### config.mk
export PLATFORM = sky130hd
export DESIGN_NAME = prs_density_meter_flat
export DESIGN_NICKNAME = d
export VERILOG_FILES = /design/src/rtl/prs_density_meter_if.sv /design/src/rtl/prs_density_meter.sv /design/src/flat_wrapper.sv
export SDC_FILE = /design/constraint.sdc
export NUM_CORES = 1
export LEC_CHECK = 0
export ABC_AREA = 0
export CAP_MARGIN = 25
export CORE_UTILIZATION = 51
export DETAILED_ROUTE_END_ITERATION = 8
export PLACE_DENSITY_LB_ADDON = 0.08
export SYNTH_ARGS = -nofsm -noshare
export SYNTH_HDL_FRONTEND = slang
export SYNTH_SLANG_ARGS = --single-unit
### constraint.sdc
create_clock -name clk -period 2 [get_ports clk]
set_input_delay 0.6 -clock clk [delete_from_list [all_inputs] [get_ports clk]]
set_output_delay 0.6 -clock clk [all_outputs]
set_load 0.005 [all_outputs]
### src/rtl/prs_density_meter_if.sv
// -----------------------------------------------------------------------------
// prs_density_meter_if
//   Sample-stream and result bundle for prs_density_meter.
//   master : drives en / clr / bit_in, observes the window results.
//   slave  : the meter itself; consumes samples, drives the results.
//   Signals:
//     en         sample strobe, bit_in consumed only when high
//     clr        synchronous soft clear (same effect as reset)
//     bit_in     incoming pseudo-random bit
//     sum_out    ones count over the last N accepted samples
//     sum_valid  high once the window holds N samples
//     frame_done one-cycle pulse every N accepted samples
//     frame_sum  sum_out snapshot taken with each frame_done
// -----------------------------------------------------------------------------
interface prs_density_meter_if #(
  parameter int WIN_LOG2 = 5
);
  logic                en;
  logic                clr;
  logic                bit_in;
  logic [WIN_LOG2:0]   sum_out;
  logic                sum_valid;
  logic                frame_done;
  logic [WIN_LOG2:0]   frame_sum;

  modport master (
    output en, clr, bit_in,
    input  sum_out, sum_valid, frame_done, frame_sum
  );

  modport slave (
    input  en, clr, bit_in,
    output sum_out, sum_valid, frame_done, frame_sum
  );
endinterface

### src/rtl/prs_density_meter.sv
// -----------------------------------------------------------------------------
// prs_density_meter
//   Sliding-window ones counter for a pseudo-random bitstream. Keeps the last
//   N = 2**WIN_LOG2 accepted bits and a running count of ones among them,
//   plus a frame counter that pulses frame_done (and snapshots the count into
//   frame_sum) every N accepted samples.
//   Ports:
//     clk  rising-edge clock
//     rst  synchronous active-high reset (priority over everything)
//     bus  prs_density_meter_if.slave: en, clr, bit_in in;
//          sum_out, sum_valid, frame_done, frame_sum out
// -----------------------------------------------------------------------------
module prs_density_meter #(
  parameter int WIN_LOG2 = 5  // legal 2..8
) (
  input  logic                    clk,
  input  logic                    rst,
  prs_density_meter_if.slave      bus
);

  localparam int N     = 1 << WIN_LOG2;
  localparam int SUM_W = WIN_LOG2 + 1;
  localparam logic [WIN_LOG2-1:0] CNT_LAST = '1;  // N-1

  typedef enum logic [1:0] {
    IDLE = 2'd0,
    FILL = 2'd1,
    RUN  = 2'd2
  } state_t;

  state_t              r_state;
  state_t              w_state_next;
  logic [N-1:0]        r_hist;
  logic [SUM_W-1:0]    r_sum;
  logic [WIN_LOG2-1:0] r_cnt;
  logic                r_valid;
  logic                r_frame_done;
  logic [SUM_W-1:0]    r_frame_sum;

  logic                w_oldest;
  logic [SUM_W-1:0]    w_sum_next;
  logic                w_wrap;
  logic                w_clear;

  assign w_clear = rst | bus.clr;

  // The bit leaving the window only counts once the window is full; before
  // that the history tail is still a reset zero, but gating on RUN makes
  // the intent explicit.
  assign w_oldest   = (r_state == RUN) ? r_hist[N-1] : 1'b0;
  // Range stays within 0..N: a 1 is only added while fewer than N ones are
  // held, and a 1 is only removed if it was previously counted.
  assign w_sum_next = r_sum + SUM_W'(bus.bit_in) - SUM_W'(w_oldest);
  assign w_wrap     = bus.en && (r_cnt == CNT_LAST);

  // State register.
  // NOTE: sequential state uses non-blocking assignments so every register
  // samples the pre-edge values regardless of statement order.
  always_ff @(posedge clk) begin
    if (w_clear) r_state <= IDLE;
    else         r_state <= w_state_next;
  end

  // Next-state logic.
  // NOTE: the default assignment first keeps every path driven, so no latch
  // is inferred when a case arm does not assign.
  always_comb begin
    w_state_next = r_state;
    case (r_state)
      IDLE:    if (bus.en) w_state_next = FILL;
      FILL:    if (w_wrap) w_state_next = RUN;
      RUN:     w_state_next = RUN;
      default: w_state_next = IDLE;
    endcase
  end

  // Datapath: history, running sum, frame counter and frame snapshot.
  // NOTE: the history is reset on purpose: its tail supplies the "oldest"
  // bit, which must read as zero while the window is filling.
  always_ff @(posedge clk) begin
    if (w_clear) begin
      r_hist       <= '0;
      r_sum        <= '0;
      r_cnt        <= '0;
      r_valid      <= 1'b0;
      r_frame_done <= 1'b0;
      r_frame_sum  <= '0;
    end else begin
      r_frame_done <= 1'b0;
      if (bus.en) begin
        r_hist  <= {r_hist[N-2:0], bus.bit_in};
        r_sum   <= w_sum_next;
        r_cnt   <= r_cnt + 1'b1;  // wraps N-1 -> 0 naturally
        r_valid <= (w_state_next == RUN);
        if (w_wrap) begin
          r_frame_done <= 1'b1;
          r_frame_sum  <= w_sum_next;
        end
      end
    end
  end

  assign bus.sum_out    = r_sum;
  assign bus.sum_valid  = r_valid;
  assign bus.frame_done = r_frame_done;
  assign bus.frame_sum  = r_frame_sum;

endmodule

### src/flat_wrapper.sv
// flat-port wrapper written by rule: the top's interface ports become plain ports
module prs_density_meter_flat 
#(
  parameter int WIN_LOG2 = 5               
)
  (clk, rst, bus_en, bus_clr, bus_bit_in, bus_sum_out, bus_sum_valid, bus_frame_done, bus_frame_sum);
  prs_density_meter_if #(.WIN_LOG2(WIN_LOG2)) bus_i ();
  input  logic clk;
  input  logic rst;
  input wire logic [$bits(bus_i.en)-1:0] bus_en;
  input wire logic [$bits(bus_i.clr)-1:0] bus_clr;
  input wire logic [$bits(bus_i.bit_in)-1:0] bus_bit_in;
  output wire logic [$bits(bus_i.sum_out)-1:0] bus_sum_out;
  output wire logic [$bits(bus_i.sum_valid)-1:0] bus_sum_valid;
  output wire logic [$bits(bus_i.frame_done)-1:0] bus_frame_done;
  output wire logic [$bits(bus_i.frame_sum)-1:0] bus_frame_sum;
  assign bus_i.en = bus_en;
  assign bus_i.clr = bus_clr;
  assign bus_i.bit_in = bus_bit_in;
  assign bus_sum_out = bus_i.sum_out;
  assign bus_sum_valid = bus_i.sum_valid;
  assign bus_frame_done = bus_i.frame_done;
  assign bus_frame_sum = bus_i.frame_sum;
  prs_density_meter #(.WIN_LOG2(WIN_LOG2)) u_core (.clk(clk), .rst(rst), .bus(bus_i));
endmodule
Word level (Yosys, flattened, before mapping)
Cells that the tools add are included.

Flip-flop bits (word level): 53. Bits in latches: 0. Memory bits (writable): 0. Memory bits (read-only): 0. Input port bits: 5. Output and inout bits: 14. Word-level logic and storage cells: 25. Memories: 0.

Add/subtract/negate cells: 3. Multiply operators: 0. Divide/modulo/power cells: 0. $lt $le $gt $ge: 0. Eq/ne operators: 4. Shift-type cells: 0. Multiplexer cells: 5. Bitwise operators: 2. Reductions and logical operators: 4.

Operators by type and width (count): 6-bit by 1-bit adder with 6-bit output (1); 2-bit one-hot mux with 3 select lines (1); 6-bit by 1-bit subtractor with 6-bit output (1); 5-bit by 1-bit adder with 5-bit output, second input constant (1); 5-bit equality test, second input constant (1); 2-bit equality test, second input constant (2); 2-bit 2-to-1 mux (2); 2-bit by 1-bit equality test with 1-bit output, second input constant (1); 2-bit logical NOT (1); 1-bit 2-to-1 mux (2); 2-bit AND reduction (1); 2-bit OR reduction (1); 1-bit logical AND (1); 1-bit inverter (1); 1-bit OR (1).

Logic depth before layout (Yosys ltp)
Depth in word-level cells: 5. Depth in mapped cells: 12. Gate-level depth less buffers: 12.

Worst setup path before layout
Ideal clock, no wire load.

Kind: flip-flop to flip-flop. Start point: register u_core.r_state[1]. End point: register u_core.r_frame_sum[4], in the netlist u_core.bus.frame_sum[4]. Data arrival time: 1.961 ns. Required time: 1.880 ns. Setup slack: -0.081 ns. Cell stages (with the launch flop): 13. Cell sequence: dfxtp_1 -> nor2b_1 -> and2_1 -> ha_1 -> inv_1 -> ha_1 -> inv_1 -> fa_1 -> nor2b_1 -> o21a_1 -> or3_1 -> nand3_1 -> a21oi_1.

Word-level cells in the longest chain between the ends: 3.

RTL lines: start: declaration (RTL line prs_density_meter.sv:31) `state_t r_state;`; start signal: assignment (RTL line prs_density_meter.sv:61) `else r_state <= w_state_next;`; 2-bit equality test (RTL line prs_density_meter.sv:50) `assign w_oldest = (r_state == RUN) ? r_hist[N-1] : 1'b0;`; 1-bit 2-to-1 mux (RTL line prs_density_meter.sv:50); 6-bit by 1-bit subtractor with 6-bit output (RTL line prs_density_meter.sv:53) `assign w_sum_next = r_sum + SUM_W'(bus.bit_in) - SUM_W'(w_oldest);`; end signal: assignment (RTL line prs_density_meter.sv:97) `r_frame_sum <= w_sum_next;`; end: declaration (RTL line prs_density_meter.sv:38) `logic [SUM_W-1:0] r_frame_sum;`.

Every way passes these cells. A chain may end at the register's enable or synchronous reset.

Final worst setup path
Same ends and word-level chain as after synthesis.

==> impl_metrics.toml <==
[status]
outcome = "complete, but fails checks"
violations = "setup timing"

[yosys]
ys_seq_area_frac = 0.487
synth_common_cells = "dfxtp_1, nor2_1, mux2i_1"
synth_area_leader_cell = "dfxtp_1"
postSynthAreaPerCell_sq_um = 9.65
synth_area_sq_um = 2180
synth_edf_count = 0
ys_warn_count = 0
yosysMostFrequentCell = "dfxtp_1"
ys_types = 33
synthCells = 226
synthArstFlopShare = 0
synthTopCellsByArea = "dfxtp_1, mux2i_1, nor2_1, ha_1, a21oi_1"
syn_nets = 240
synthFlopType = "dfxtp_1"
synth_top_area_share = 0.487
ys_seq_elements = 53

[critical_path]
crit_chain = "nor2b_4 > and2_4 > ha_4 > inv_2 > ha_4 > inv_2 > fa_2 > nor2b_1 > o21a_1 > or3_4 > nand3_2 > a21oi_2"
start_kind = "register"
r2r_end = "u_core.bus.frame_sum[4]"
cp.required_ns = 2.20
cp_data_arrival_time_ns = 2.27
r2r_start = "u_core.r_state[1]"
slowest_stage = "or3_4"
end_kind = "register"
rrSetupSlack_ns = -0.07
crit_type = "register to register"
crit_buf_inv = 2
slowest_delay_ns = 0.34
critPathMaxFanout = 2
reg2reg_depth = 12
crit_family = "simple AND/OR/NAND/NOR gates"

[power_and_ir_drop]
p_seq_frac = 0.552
switching_power_uw = 424
power_density_nw_per_um2 = 726
clockPowerShare = 0.365
power.total_uw = 1940
p_leak_uw = 0.00107
switching_share = 0.219
power.internal_uw = 1520
vdd_drop_max_v = 0.000531
p_comb_frac = 0.083

[timing]
rsz0062_at_grt = "true"
fin_crit_sh = 1.04
clock_skew_ns = 0.00583
fin_tns_setup_ns = -0.173
setup_viol = 4
final.min_clock_period_ns = 2.07
hold_viol = 0
layout_setup_ws_ns = -0.0705
max_slew_margin = 0.750
max_freq_mhz = 483
drv_slew = 0
tightest_slew_ns = 0.375
worst_hold_slack_ns = 0.458

[route]
drt_iter0_markers = 74
wl_per_cell_um = 13.3
ant_nets = 0
routed_via_density = 5.29
vias = 1592
drcViolationCount = 0
wirelength_um = 4010
drtPass1Iterations = 4

[placed_design]
numPortBuffers = 18
dp.cells = 290
dpl.hpwl_um = 2820
placed_area_sq_um = 2460
place_congestion = 0.771

[global_routing]
overflow = 0
grt_antenna_before_repair = 0
grt_pass1_wl_um = 6500
gr-usage-all-layers = 0.196
grt_pass1_vias = 1495
grt_start_max_net_pins = 38

[min_path]
holdPathEnd = "u_core.bus.frame_sum[0]"
min_path_cells = 2
hold_path.class = "register to register"
holdCritStartpoint = "u_core.bus.frame_sum[0]"

[floorplan]
dieArea_sq_um = 4540
core-area_sq_um = 4060
start_util = 0.537
die_width_um = 67.4
io_pins = 19
die_y_um = 67.4
rows = 23

[layout]
antenna_cells = 0
layout-drive-gt1-share = 0.163
final_area_sq_um = 2670
syn_to_final_growth_pct = 22.4
instances_no_fill = 301
nets = 264
fill_cells = 324

[run]
maxCapViolations = 0

[clock_network]
holdBufCountCts = 0
cts_max_level = 2
cts_tree = "done"
cts_buffers = 5
clock_sinks = 53
cts_buffer_depth = 2
cts.root.buffer_cell = "clkbuf_8"
path_clk_slew_ns = 0.09
clk_latency_ns = 0.30
power by group through the flow:
stage | clock network, uW | registers (uW) | logic, uW
final | 707 | 1070 | 162
after global routing | 766 | 1070 | 176
after CTS | 724 | 1070 | 155
after detailed placement | 0 | 1100 | 146
after global placement | 0 | 1100 | 141
after floorplan | 0 | 1090 | 103
worst max-delay path by stage:
stage,start,endpoint,slack [ns],cells past startpoint
after CTS,u_core.r_state[1],u_core.bus.frame_sum[4],-0.15,12
after detailed placement,bus_bit_in,u_core.bus.frame_sum[4],-0.31,9
after floorplan,u_core.r_state[1],u_core.bus.frame_sum[4],-0.03,12
after global routing,u_core.r_state[1],u_core.bus.frame_sum[4],-0.16,12
final,u_core.r_state[1],u_core.bus.frame_sum[4],-0.07,12
after global placement,bus_bit_in,u_core.bus.frame_sum[4],-0.28,9
worst register-to-register path, stage by stage (launching register included):
cell	delay [ns]
dfxtp_2	0.33
nor2b_4	0.12
and2_4	0.14
ha_4	0.26
inv_2	0.04
ha_4	0.15
inv_2	0.04
fa_2	0.19
nor2b_1	0.05
o21a_1	0.18
or3_4	0.34
nand3_2	0.09
a21oi_2	0.05
registers in the layout, summed over array words and instances (netlist names):
signal,count
u_core.bus.sum_out,6
u_core.r_hist,32
u_core.bus.frame_done,1
u_core.r_state,2
u_core.bus.sum_valid,1
u_core.bus.frame_sum,6
u_core.r_cnt,5
per-stage QoR:
stage	util	worst slack, ns
global route	0.658	-0.162
detailed placement	0.607	-0.306
global placement	0.607	-0.278
floorplan	-	-0.0343
finish	0.658	-0.0705
CTS	0.644	-0.154
cells by family (layout without fill, tap and decap cells):
family | Yosys count | in the layout | share of synthesized area
xor+xnor | 6 | 6 | 0.0241
mux | 37 | 37 | 0.170
simple gates | 77 | 77 | 0.154
buf+inv | 23 | 48 | 0.0459
flops | 53 | 53 | 0.487
fa+ha+maj | 9 | 9 | 0.0551
compound gates | 21 | 21 | 0.0643
timing repair:
| item | in CTS | in global routing |
|---|---|---|
| setup endpoints to repair | 6 | 8 |
| pin swaps | 7 | 5 |
| setup buffers | 1 | 2 |
| hold endpoints to repair | 0 | 0 |
| resized for setup | 6 | 9 |
routing by layer:
| layer | vias up | routed length, um | GRT usage |
|---|---|---|---|
| met5 | - | 0 | 0 |
| met4 | 0 | 97 | 0.0904 |
| met3 | 11 | 140 | 0.0405 |
| met2 | 29 | 2030 | 0.355 |
| met1 | 751 | 1740 | 0.217 |
| li1 | 801 | - | - |
layout by cell type, fill, tap and decap left out, types with 2 or more instances in the layout:
cell type	instances
a211oi_1	2
a21oi_1	7
a21oi_2	3
and2_1	2
buf_12	2
buf_4	10
clkbuf_8	5
clkdlybuf4s50_1	17
dfxtp_1	51
ha_1	6
ha_4	2
inv_1	8
inv_2	2
mux2i_1	37
nand2_1	9
nand3_1	2
nand3_2	2
nand4_1	2
nor2_1	48
nor2b_1	2
or3_4	2
xor2_1	4
layout make-up:
cell class	count	area, sq um	area share
well taps	50	62.6	0.0234
inverters	10	37.5	0.0141
flip-flops and latches	53	1070	0.399
clock buffers	6	72.6	0.0272
repair buffers	30	290	0.109
multi-input cells	150	1100	0.413
clock inverters	2	38.8	0.0145
(Power assumes the default switching activity.)
